## src/rtl/sync_seq_pkg.sv

```systemverilog
// Shared types and constants for the synchronizer test sequencer.
// Building with SYNC_SEQ_LFSR_EN selects the LFSR pattern instead of the incrementing one.
package sync_seq_pkg;

    localparam int unsigned CNT_W = 8;

    typedef enum logic [2:0] {
        ST_IDLE     = 3'd0,
        ST_REQ      = 3'd1,
        ST_CHECK    = 3'd2,
        ST_WAIT_LOW = 3'd3,
        ST_DONE     = 3'd4
    } state_t;

    localparam logic [7:0]       LFSR_MASK = 8'hB8;
    localparam logic [CNT_W-1:0] SAT_MAX   = 8'd255;

    // Increment that sticks at SAT_MAX instead of wrapping.
    function automatic logic [CNT_W-1:0] sat_inc(input logic [CNT_W-1:0] v);
        return (v == SAT_MAX) ? v : v + 8'd1;
    endfunction

endpackage

```

## src/rtl/sync_seq_pattern.sv

```systemverilog
// Pattern generator: the first word of a run and the word that follows the current one.
// SYNC_SEQ_LFSR_EN selects a Galois LFSR; otherwise the pattern increments.
module sync_seq_pattern
    import sync_seq_pkg::*;
#(
    parameter int unsigned N = 8
) (
    input  logic [N-1:0] cur,
    input  logic [N-1:0] seed,
    output logic [N-1:0] next_c,
    output logic [N-1:0] first_c
);

`ifdef SYNC_SEQ_LFSR_EN
    localparam logic [N-1:0] MASK = N'(LFSR_MASK);

    // An all-zero LFSR state would lock up, so a zero seed becomes 1.
    always_comb begin
        next_c  = (cur >> 1) ^ (cur[0] ? MASK : '0);
        first_c = (seed == '0) ? N'(1) : seed;
    end
`else
    always_comb begin
        next_c  = cur + N'(1);
        first_c = seed;
    end
`endif

endmodule

```

## src/rtl/sync_seq_ctrl.sv

```systemverilog
// Test sequencer: drives one synchronizer channel via four-phase req/ack and scores the returned words.
// Pattern type is chosen by SYNC_SEQ_LFSR_EN (see sync_seq_pattern).
module sync_seq_ctrl
    import sync_seq_pkg::*;
#(
    parameter int unsigned N         = 8,
    parameter int unsigned TIMEOUT_W = 6
) (
    input  logic             clk,
    input  logic             rst_n,
    input  logic             ena,
    input  logic             start,
    input  logic [2:0]       sel_in,
    input  logic [N-1:0]     seed,
    input  logic [7:0]       num_xfers,
    input  logic             ack_async,
    input  logic [N-1:0]     rx_data,
    output logic             req,
    output logic [N-1:0]     tx_data,
    output logic [2:0]       sel,
    output logic             busy,
    output logic             done,
    output logic [7:0]       pass_cnt,
    output logic [7:0]       fail_cnt,
    output logic             timeout
);

    // Last counter value before a wait is abandoned: each wait state lasts 2^W-1 cycles.
    localparam logic [TIMEOUT_W-1:0] TO_LAST = TIMEOUT_W'((1 << TIMEOUT_W) - 2);

    state_t               state, state_nxt;
    logic                 ack_meta, ack_s;
    logic [TIMEOUT_W-1:0] tcnt, tcnt_nxt;
    logic [7:0]           xfer, xfer_nxt;
    logic                 req_nxt, busy_nxt, done_nxt, to_nxt;
    logic [N-1:0]         tx_nxt, pat_next_c, pat_first_c;
    logic [2:0]           sel_nxt;
    logic [7:0]           pass_nxt, fail_nxt;

    sync_seq_pattern #(.N(N)) u_pattern (
        .cur     (tx_data),
        .seed    (seed),
        .next_c  (pat_next_c),
        .first_c (pat_first_c)
    );

    // Next-state and next-output logic.
    always_comb begin
        state_nxt = state;
        tcnt_nxt  = tcnt + TIMEOUT_W'(1);
        xfer_nxt  = xfer;
        req_nxt   = req;
        tx_nxt    = tx_data;
        sel_nxt   = sel;
        busy_nxt  = busy;
        done_nxt  = 1'b0;
        pass_nxt  = pass_cnt;
        fail_nxt  = fail_cnt;
        to_nxt    = timeout;

        case (state)
            ST_IDLE: begin
                if (start) begin
                    pass_nxt = '0;
                    fail_nxt = '0;
                    to_nxt   = 1'b0;
                    xfer_nxt = '0;
                    busy_nxt = 1'b1;
                    if (num_xfers != 8'd0) begin
                        sel_nxt   = sel_in;
                        tx_nxt    = pat_first_c;
                        req_nxt   = 1'b1;
                        state_nxt = ST_REQ;
                    end else begin
                        state_nxt = ST_DONE;
                    end
                end
            end
            ST_REQ: begin
                if (ack_s) begin
                    state_nxt = ST_CHECK;
                end else if (tcnt == TO_LAST) begin
                    fail_nxt  = sat_inc(fail_cnt);
                    to_nxt    = 1'b1;
                    req_nxt   = 1'b0;
                    state_nxt = ST_WAIT_LOW;
                end
            end
            ST_CHECK: begin
                if (rx_data == tx_data) pass_nxt = sat_inc(pass_cnt);
                else                    fail_nxt = sat_inc(fail_cnt);
                req_nxt   = 1'b0;
                state_nxt = ST_WAIT_LOW;
            end
            ST_WAIT_LOW: begin
                if (!ack_s) begin
                    if (xfer == 8'(num_xfers - 8'd1)) begin
                        state_nxt = ST_DONE;
                    end else begin
                        xfer_nxt  = xfer + 8'd1;
                        tx_nxt    = pat_next_c;
                        req_nxt   = 1'b1;
                        state_nxt = ST_REQ;
                    end
                end else if (tcnt == TO_LAST) begin
                    // Far side never released ack: abandon the rest of the run.
                    to_nxt    = 1'b1;
                    state_nxt = ST_DONE;
                end
            end
            ST_DONE: begin
                done_nxt  = 1'b1;
                busy_nxt  = 1'b0;
                state_nxt = ST_IDLE;
            end
            default: begin
                state_nxt = ST_IDLE;
            end
        endcase

        if (state_nxt != state || state == ST_IDLE) tcnt_nxt = '0;
    end

    // Synchronizer samples every cycle; everything else is frozen while ena is low.
    always_ff @(posedge clk or negedge rst_n) begin
        if (!rst_n) begin
            ack_meta <= 1'b0;
            ack_s    <= 1'b0;
            state    <= ST_IDLE;
            tcnt     <= '0;
            xfer     <= '0;
            req      <= 1'b0;
            tx_data  <= '0;
            sel      <= '0;
            busy     <= 1'b0;
            done     <= 1'b0;
            pass_cnt <= '0;
            fail_cnt <= '0;
            timeout  <= 1'b0;
        end else begin
            ack_meta <= ack_async;
            ack_s    <= ack_meta;
            if (ena) begin
                state    <= state_nxt;
                tcnt     <= tcnt_nxt;
                xfer     <= xfer_nxt;
                req      <= req_nxt;
                tx_data  <= tx_nxt;
                sel      <= sel_nxt;
                busy     <= busy_nxt;
                done     <= done_nxt;
                pass_cnt <= pass_nxt;
                fail_cnt <= fail_nxt;
                timeout  <= to_nxt;
            end
        end
    end

endmodule

```

## config.mk

```make
export PLATFORM = sky130hd
export DESIGN_NAME = sync_seq_ctrl
export DESIGN_NICKNAME = d
export VERILOG_FILES = /design/src/rtl/sync_seq_pkg.sv /design/src/rtl/sync_seq_pattern.sv /design/src/rtl/sync_seq_ctrl.sv
export SDC_FILE = /design/constraint.sdc
export NUM_CORES = 1
export LEC_CHECK = 0
export BUFFER_PORTS_ARGS = -buffer_cell sky130_fd_sc_hd__clkbuf_2
export CAP_MARGIN = 20
export CORE_MARGIN = 8
export CORE_UTILIZATION = 60
export CTS_CLUSTER_DIAMETER = 200
export DETAILED_ROUTE_END_ITERATION = 6
export PLACE_DENSITY_LB_ADDON = 0.08
export SETUP_SLACK_MARGIN = 0.02
export SYNTH_ARGS = -nofsm -noshare
export SYNTH_HDL_FRONTEND = slang
export SYNTH_SLANG_ARGS = --single-unit
```

## constraint.sdc

```tcl
create_clock -name clk -period 6.4 [get_ports clk]
set_input_delay 1.28 -clock clk [delete_from_list [all_inputs] [get_ports clk]]
set_output_delay 1.28 -clock clk [all_outputs]
set_load 0.05 [all_outputs]
```

---- After elaboration in Yosys (flattened, before gate mapping) ----
Index checks and enable logic that the tools add are counted.
cells by class
  reduce and logical (&&, ||, !) cells .... 17
  eq/ne operators ......................... 20
  add/subtract/negate cells ............... 6
  multiplexer cells ....................... 41
operators by type and width
  cell                   count
  $mux W8                13
  $pmux W8 S2            3
  $add A8 B1 Y8 const B  4
  $pmux W8 S3            1
  $mux W3                7
  $ne A2 B2 Y1 const B   10
  $eq A8 B8 Y1           2
  $eq A8 B8 Y1 const B   2
  $reduce_and A5 Y1      3
  $mux W1                12
  $pmux W3 S4            1
  $reduce_and A6 Y1      2
  $reduce_and A8 Y1      1
  $reduce_bool A8 Y1     1
  $sub A8 B1 Y8 const B  1
  $add A6 B1 Y6 const B  1
  $eq A3 B2 Y1 const B   2
  $eq A6 B6 Y1 const B   1
  $mux W6                1
  $reduce_bool A2 Y1     3
  $reduce_bool A3 Y1     2
  $pmux W1 S4            1
  $reduce_and A4 Y1      1
  $reduce_bool A4 Y1     1
  8 further kinds        8
word-level totals
  flip-flop bits (word level) ............. 50
  logic and storage cells ................. 97
  output and inout bits ................... 31
  input bits .............................. 32

---- Logic depth before layout (Yosys ltp) ----
Gate-level depths: netlist of run 1.
  depth in word-level cells ............... 8
  depth in mapped cells ................... 10
  mapped depth without buffers ............ 9

---- Cells and area by module ----
Synthesis of run 1 repeated with hierarchy kept, for this count alone.
unflattened totals
  cell total of the unflattened synthesis .. 378
  area total of the unflattened synthesis .. 3,344.5 µm²
modules (own cells, without submodules)
  module            times used  cells an instance  area each (µm²)  sequential area each (µm²)
  sync_seq_ctrl     1           354                3,168.0          1,251.2
  sync_seq_pattern  1           24                 176.4            0.0

---- Least setup slack after synthesis of run 1 ----
Ideal clock, no wire load.
  path type ............................... input port to flip-flop
  from .................................... in num_xfers[0]
  to ...................................... reg xfer[5]
  setup time .............................. 0.136 ns
  setup slack ............................. 3.266 ns
  buffers on the path ..................... 1
  data arrival time ....................... 2.998 ns
  stages on the path ...................... 10
  path through ............................ inv_1 -> ha_1 -> xor2_1 -> nor4b_1 -> nand2_1 -> and3_1 -> nor3_1 -> clkbuf_1 -> or3_1 -> a21oi_1
between the ends
  word-level cells in the longest chain between the ends .. 4
ends and longest elaborated chain
  element                      line                  RTL
  start, declared              sync_seq_ctrl.sv:15   input logic [7:0] num_xfers,
  $sub A8 B1 Y8                sync_seq_ctrl.sv:97   if (xfer == 8'(num_xfers - 8'd1)) begin
  $eq A8 B8 Y1                 sync_seq_ctrl.sv:97
  $ne A2 B2 Y1 (no line)       -
  $reduce_and A5 Y1 (no line)  -
  end signal, assigned         sync_seq_ctrl.sv:146  xfer <= xfer_nxt;
  end, declared                sync_seq_ctrl.sv:34   logic [7:0] xfer, xfer_nxt;
No other way between the ends.
A chain may end at the register's enable or synchronous reset.

---- Worst setup path after layout of run 1 ----
  from .................................... in num_xfers[0]
  to ...................................... reg tx_data[4]
between the ends
  word-level cells in the longest chain between the ends .. 4
  elaborated cells on any way between the ends .. 6
  those cells by class .................... 1 x add/sub; 3 x eq/ne; 2 x reduce/logical
ends and longest elaborated chain
  element                          line                  RTL
  $sub A8 B1 Y8                    sync_seq_ctrl.sv:97
  $eq A8 B8 Y1                     sync_seq_ctrl.sv:97
  $ne A2 B2 Y1 (no line)           -
  $reduce_and A6 Y1 (no line) (*)  -
  end signal, assigned             sync_seq_ctrl.sv:148  tx_data <= tx_nxt;
  end, declared                    sync_seq_ctrl.sv:19   output logic [N-1:0] tx_data,
Mark *: on every way between the ends. The rest lies on a longest branch, timed or not.

==> results of run 1 <==
==> logic make-up (layout without fill, tap and decap cells) <==
kind of cell / count (synthesis) / after routing
adders and majority gates: 8 / 8
xor gates and xnor gates: 17 / 17
and+or+nand+nor: 157 / 157
muxes: 3 / 3
DFF: 50 / 50
AOI/OAI and AO/OA: 103 / 103
buffers and inverters: 30 / 86
==> stage by stage <==
stage	std cells	setup WS, ns	hold slack, ns
3_3_place_gp	487	2.568	0.3350
4_1_cts	494	2.942	0.3685
3_5_place_dp	488	2.608	0.3508
2_1_floorplan	368	3.266	0.3312
6_report	494	2.923	0.3634
5_1_grt	494	2.696	0.3725
==> power by group <==
| part | switching (W) | internal (W) |
|---|---|---|
| clock network | 0.000105 | 0.0000838 |
| logic | 0.000495 | 0.000215 |
| registers | 0.000134 | 0.000401 |
| total | 0.000734 | 0.000700 |
==> path summary, 6_finish.rpt <==
kind	slack, ns	startpoint	end	cells after the start
max	2.92	num_xfers[0]	tx_data[4]	10
min	0.36	ack_meta	ack_s	0
max reg2reg	3.55	state[1]	xfer[6]	6
min reg2reg	0.36	ack_meta	ack_s	0
max in group asynchronous	4.89	rst_n	busy	2
min in group asynchronous	1.07	rst_n	pass_cnt[2]	2
==> flip-flops by register name (all words and copies together) (netlist names) <==
name,count
state,3
fail_cnt,8
timeout,1
xfer,8
busy,1
pass_cnt,8
tcnt,6
ack_meta,1
req,1
sel,3
ack_s,1
done,1
tx_data,8
==> layer usage <==
layer / global-route usage / part of all wire / vias to the layer above
li1: - / - / 1441
met1: 0.2777 / 0.43 / 1461
met2: 0.3388 / 0.47 / 130
met3: 0.05571 / 0.087 / 9
met4: 0.07373 / 0.012 / 0
met5: 0 / 0 / -
==> synth_stat cells (all sizes together) (7+ instances only) <==
cell | n | share of area
nand2 | 39 | 0.046
xnor2 | 11 | 0.031
inv | 16 | 0.019
nor3 | 14 | 0.024
ha | 8 | 0.032
and3 | 8 | 0.016
nand3 | 19 | 0.030
o31ai | 14 | 0.037
nor2 | 27 | 0.032
a21oi | 20 | 0.032
nand2b | 15 | 0.030
o21ai | 37 | 0.060
o211ai | 7 | 0.017
dfrtp | 50 | 0.40
clkbuf | 9 | 0.011
==> area by class of cell <==
| class | instances | area (um^2) |
|---|---|---|
| Sequential cell | 50 | 1251 |
| Tap cell | 70 | 87.58 |
| Multi-Input combinational cell | 288 | 1780 |
| Fill cell | 424 | 1490 |
| Timing Repair Buffer | 64 | 322.8 |
| Inverter | 16 | 60.06 |
| Clock buffer | 6 | 82.58 |
==> impl_metrics.toml, run 1 <==
[sta]
setup_viol = 0
fin_crit_ns = 3.477
finalHoldViolCount = 0
finalSetupTns_ns = 0
relSlewSlack = 0.4738
finClkSkew_ns = 0.009561
post-route-period-util = 0.5432
final_max_slew_viol_count = 0
fmax_ghz = 0.2876
rsz0062_at_grt = "false"
worst_pin_slew_ns = 0.7869

[finish]
fin_area_um2 = 3585
syn_to_final_growth_pct = 13.69
final_util = 0.7064
layout_commonest_cell = "clkbuf_2"
layout.nets = 465
antennaDiodeCount = 0
final_layout_size_suffix_gt1_frac = 0.2028
mostFrequentLayoutCells = "clkbuf_2, dfrtp_1, nand2_1"

[drt]
drt_iter0_markers = 309
wirelength_um = 8043
vias = 3041
firstDrtPassIters = 5
drt-wirelength-per-cell_um = 16.28
postRouteAntennaNets = 0
via_per_inst = 6.156
drc = 0

[floorplanning]
placement_rows = 26
dieArea_um2 = 7830
initial_core_util = 0.6213
io_pins = 63
core-area_um2 = 5075
die_h_um = 88.49
chipWidth_um = 88.49

[worst_setup_path]
endpoint_kind = "flop"
crit_slowest_cell = "o21ai_1"
worstPathArrival_ns = 3.66
critical_path.top_delay_family = "simple AND/OR/NAND/NOR gates"
worstSetupPathType = "in -> reg"
max_stage_delay_ns = 0.56
crit_chain = "clkbuf_2, inv_1, ha_1, xor2_1, nor4b_1, nand2_1, and3_1, o21ai_1, and2_1, o21ai_0"
path_max_fanout = 9
critPathLaunchType = "input port"
crit_buf_inv = 2
cp.required_ns = 6.58

[min_path]
worstHoldPathType = "reg -> reg"

[power_and_ir_drop]
total_power_w = 0.001434
p_leak_nw = 1.603
cellPowerDensity_nw_per_um2 = 399.9
ir_worst_vdd_mv = 0.2842

[logic_synthesis]
syn_inst = 368
synth_edf_count = 0
synthMuxAreaShare = 0.009921
synth-seq-area-share = 0.3968
yosys.area_share.simple = 0.2643
synth_area_um2 = 3153
synth-async-reset-ratio = 1.000
synth_compound_area_frac = 0.2115
syn-num-nets = 408
synth_xor_area_frac = 0.04722
ys_types = 58
synth_top_family_by_area = "simple AND/OR/NAND/NOR gates"
ys.flop_type = "dfrtp_1"
synthAdderAreaFrac = 0.03175
yosysWarningCount = 0
ys_ff_latch = 50
syn_avg_cell_area_um2 = 8.568

[cts]
cts_sinks = 50
path_clk_slew_ns = 0.09
cts_resized = 0
clock_latency_ns = 0.31
postCtsSetupRepairBufs = 0
htreeDepth = 2
cts-root-buf = "clkbuf_8"
cts_buffers = 5
cts_tree = "yes"
clk_path_buf_depth = 2
postCtsHoldBufs = 0

[placed_design]
dpl_cell_area_um2 = 3502
gp_congestion = 0.8415
dp_hpwl_um = 5847
portBuffers = 62

[grt]
grt_max_degree = 51
grt_pass1_vias = 2931
grt_pass1_wl_um = 13520
grt.overflow.total = 0
grt_usage = 0.2147
antenna_found_initial = 0

[status]
status = "finished, final reports clean"

[job]
maxCapViolCount = 0
No activity file was read; power rests on OpenSTA's default activity.
==> inputs of run 2 (changes only) <==
- CORE_UTILIZATION: 60 -> 55
- clock period: 6.4 -> 3.4 ns (I/O delays scaled with it)
==> impl_metrics.toml, run 2 (synthesized netlist as in run 1, its figures left out) <==
[status]
status = "finished, final reports clean"

[cts]
postCtsHoldBufs = 0
cts_tree = "yes"
path_clk_slew_ns = 0.09
postCtsSetupRepairBufs = 0
cts-root-buf = "clkbuf_8"
cts_buffers = 5
clk_path_buf_depth = 2
clock_latency_ns = 0.30
cts_sinks = 50
htreeDepth = 2
cts_resized = 0

[sta]
finalSetupTns_ns = 0
whs_ns = 0.3479
setup_viol = 0
setup_slack_ns = 0.7840
post-route-period-util = 0.7694
finalHoldViolCount = 0
final_max_slew_viol_count = 0
finClkSkew_ns = 0.005431
relSlewSlack = 0.3542
fin_crit_ns = 2.616
fmax_ghz = 0.3823
worst_pin_slew_ns = 0.9687
rsz0062_at_grt = "false"

[floorplanning]
core-area_um2 = 5507
placement_rows = 27
dieArea_um2 = 8412
io_pins = 63
chipWidth_um = 91.72
initial_core_util = 0.5726
die_h_um = 91.72

[worst_setup_path]
worstSetupPathType = "reg -> reg"
max_stage_delay_ns = 0.47
endpoint_kind = "flop"
path_max_fanout = 11
worstPathArrival_ns = 2.81
r2r_slack_ns = 0.78
crit_slowest_cell = "or2_2"
crit_chain = "inv_1, ha_1, nand3_1, o211ai_1, o31a_1, o211ai_1, or2_2, o41ai_1"
critPathLaunchType = "flop"
cp.required_ns = 3.59
crit_top_cell = "o211ai_1"

[placed_design]
portBuffers = 62
gp_congestion = 0.8765
dpl_cell_area_um2 = 3560
dp_hpwl_um = 5902
pre_cts_slack_ns = 0.5974

[job]
maxCapViolCount = 0

[finish]
final_layout_size_suffix_gt1_frac = 0.2171
final_util = 0.6630
antennaDiodeCount = 0
syn_to_final_growth_pct = 15.79
layout.nets = 472
mostFrequentLayoutCells = "clkbuf_2, dfrtp_1, nand2_1"
layout_commonest_cell = "clkbuf_2"
fin_area_um2 = 3651

[drt]
firstDrtPassIters = 4
drc = 0
wirelength_um = 7912
postRouteAntennaNets = 0
drt_iter0_markers = 261
via_per_inst = 5.899
vias = 2979
drt-wirelength-per-cell_um = 15.67

[grt]
grt.overflow.total = 0
grt_pass1_vias = 3031
grt_max_degree = 37
grt_usage = 0.1947
grt_pass1_wl_um = 13750
antenna_found_initial = 0

[min_path]
worstHoldPathType = "reg -> reg"

[power_and_ir_drop]
ir_worst_vdd_mv = 0.5562
p_leak_nw = 1.641
cellPowerDensity_nw_per_um2 = 747.6
[run 2: critical path, delay by kind of cell, from the launching register on]
kind	cells	cell delay (ns)
adder cells (fa/ha/maj)	1	0.15
buffers and inverters	1	0.11
AND/OR/NAND/NOR	2	0.69
AO/OA/AOI/OAI	4	1.13
flip-flops	1	0.42
[run 2: stage by stage]
stage          std cells  total power [W]
2_1_floorplan        368         0.002012
3_5_place_dp         497         0.002384
3_3_place_gp         497         0.002349
6_report             505         0.002729
4_1_cts              505         0.002747
5_1_grt              505         0.002934
[run 2: area by class of cell]
type | count | area [um^2]
Multi-Input combinational cell | 288 | 1780
Clock buffer | 7 | 86.33
Clock inverter | 1 | 5.005
Fill cell | 498 | 1856
Inverter | 16 | 60.06
Sequential cell | 50 | 1251
Tap cell | 72 | 90.09
Timing Repair Buffer | 71 | 377.9
[run 2: where the power goes]
part | switching [W] | internal, W
logic | 0.000984 | 0.000436
clock network | 0.000192 | 0.000165
registers | 0.000197 | 0.000756
total | 0.00137 | 0.00136
[run 2: path summary, 6_finish.rpt]
kind | endpoint | depth (start not counted) | startpoint
max in group asynchronous | fail_cnt[5] | 2 | rst_n
max reg2reg | fail_cnt[6] | 8 | tcnt[0]
min reg2reg | ack_s | 0 | ack_meta
min in group asynchronous | tcnt[3] | 1 | rst_n
min | ack_s | 0 | ack_meta
max | fail_cnt[6] | 8 | tcnt[0]
[run 2: metal layers]
layer	up-vias	track usage	wire length [um]
met2	102	0.2989	3587
met5	-	0	0
met1	1411	0.2514	3595
met4	0	0.06174	89
met3	8	0.06764	640
li1	1458	-	-
==> inputs of run 3 (changes only) <==
- ABC_AREA: unset -> 1
- CORE_UTILIZATION: 55 -> 56
- clock period: 3.4 -> 2.6 ns (I/O delays scaled with it)
==> impl_metrics.toml, run 3 <==
[status]
status = "finished, final reports clean"

[floorplanning]
io_pins = 63
die_h_um = 91.81
core-area_um2 = 5540
initial_core_util = 0.5808
chipWidth_um = 91.81
dieArea_um2 = 8428
placement_rows = 27

[cts]
cts_tree = "yes"
postCtsSetupRepairBufs = 0
path_clk_slew_ns = 0.09
clk_path_buf_depth = 2
cts_sinks = 50
cts-root-buf = "clkbuf_8"
cts_buffers = 5
cts_resized = 0
postCtsHoldBufs = 0
htreeDepth = 2
clock_latency_ns = 0.30

[logic_synthesis]
synth-async-reset-ratio = 1.000
ys_top_cells_by_area = "dfrtp_1, nand2_1, inv_1, xor2_1, nand3_1"
syn_inst = 420
ys_ff_latch = 50
ys.flop_type = "dfrtp_1"
synth_commonest_cells = "nand2_1, inv_1, dfrtp_1"
ys_types = 39
yosysWarningCount = 0
syn_avg_cell_area_um2 = 7.662
syn-num-nets = 460
synth_edf_count = 0
synth_area_um2 = 3218
yosys.area.top_type = "dfrtp_1"
synth_top_area_frac = 0.3888
synth_most_common_cell = "nand2_1"
synth-seq-area-share = 0.3888

[worst_setup_path]
cp.required_ns = 2.83
critical_path.top_delay_family = "compound AO/OA/AOI/OAI gates"
critPathLaunchType = "flop"
crit_chain = "inv_2, nor3_4, inv_2, a211oi_2, nand2_2, a21oi_4, o211ai_1, o21ai_0"
critPathCapture = "tx_data[2]"
crit_buf_inv = 2
crit_slowest_cell = "dfrtp_1"
crit_top_cell = "inv_2"
r2r_cells = 8
worst_r2r_startpoint = "state[0]"
r2r_slack_ns = 0.28
path_max_fanout = 16
r2r-end = "tx_data[2]"
worstPathArrival_ns = 2.54
cp_num_cells = 8
endpoint_kind = "flop"
max_stage_delay_ns = 0.53
startpoint = "state[0]"
worstSetupPathType = "reg -> reg"

[finish]
syn_to_final_growth_pct = 14.39
layout_commonest_cell = "nand2_1"
mostFrequentLayoutCells = "nand2_1, clkbuf_2, inv_1"
final_layout_size_suffix_gt1_frac = 0.2062
layout.nets = 524
antennaDiodeCount = 0

[power_and_ir_drop]
p_leak_nw = 1.784
total_power_w = 0.003399
cellPowerDensity_nw_per_um2 = 923.4
ir_worst_vdd_mv = 0.6644

[drt]
drt-wirelength-per-cell_um = 13.73
vias = 2999
via_per_inst = 5.384
firstDrtPassIters = 5
drt_iter0_markers = 185
postRouteAntennaNets = 0
drc = 0
wirelength_um = 7646

[sta]
final_max_slew_viol_count = 0
finClkSkew_ns = 0.004254
worst_pin_slew_ns = 0.4288
finalSetupTns_ns = 0
relSlewSlack = 0.7119
post-route-period-util = 0.8915
finalHoldViolCount = 0
fin_crit_ns = 2.318
rsz0062_at_grt = "false"
setup_slack_ns = 0.2822
setup_viol = 0
fmax_ghz = 0.4314

[placed_design]
gp_congestion = 0.9542
portBuffers = 62
pre_cts_slack_ns = 0.1300
dp_hpwl_um = 5997

[grt]
grt_max_degree = 22
grt_pass1_vias = 2966
grt_pass1_wl_um = 12970
antenna_found_initial = 0
grt_usage = 0.1834
grt.overflow.total = 0

[min_path]
worstHoldPathType = "in -> async"

[job]
maxCapViolCount = 0
run 3: cells by family after synthesis:
logic type                 Yosys count  synth area share
AOI/OAI and AO/OA                   70            0.1306
adders and majority gates            8           0.03111
and+or+nand+nor                    187            0.2687
DFF                                 50            0.3888
buffers and inverters               73           0.09136
xor gates and xnor gates            29           0.07893
muxes                                3           0.01050
run 3: layout make-up:
class / count / area, um^2
clock inverter: 2 / 13.76
clock buffer: 6 / 72.57
sequential: 50 / 1251
fill: 497 / 1859
tap: 72 / 90.09
inverter: 64 / 240.2
timing repair buffer: 66 / 340.3
multi-input combinational: 297 / 1673
run 3: where the power goes:
group,switching (W),leakage [nW],internal [W]
Combinational,0.00126,1.08,0.000464
Sequential,0.000226,0.657,0.000993
Clock,0.000261,0.0452,0.000190
Total,0.00175,1.78,0.00165
run 3: worst reg2reg max path, cell delays in order (launching register included):
cell and delay (ns):
dfrtp_1 0.53, inv_2 0.10, nor3_4 0.31, inv_2 0.20, a211oi_2 0.26, nand2_2 0.19, a21oi_4 0.38, o211ai_1 0.15
o21ai_0 0.10
run 3: how the worst min path moves through the flow:
stage,from,end,slack [ns]
after floorplan,rst_n,ack_meta,0.22
after global placement,ack_meta,ack_s,0.33
after detailed placement,ack_meta,ack_s,0.35
after CTS,rst_n,tx_data[7],0.13
after global routing,rst_n,tcnt[5],0.13
final,rst_n,tx_data[7],0.12
run 3: per-layer routing:
metal	GRT usage	part of all wire	wire, um
met1	0.2360	0.46	3512
met2	0.2941	0.46	3515
met3	0.05297	0.069	527
met4	0.04966	0.012	90
met5	0	0	0
run 3: stage by stage:
| step | std cells | hold slack, ns | cell area, um^2 | util |
|---|---|---|---|---|
| floorplan | 420 | 0.2244 | 3218 | - |
| global placement | 549 | 0.3337 | 3595 | 0.6488 |
| detailed placement | 549 | 0.3509 | 3595 | 0.6488 |
| CTS | 557 | 0.1268 | 3681 | 0.6644 |
| global route | 557 | 0.1300 | 3681 | 0.6644 |
| finish | 557 | 0.1180 | 3681 | 0.6644 |
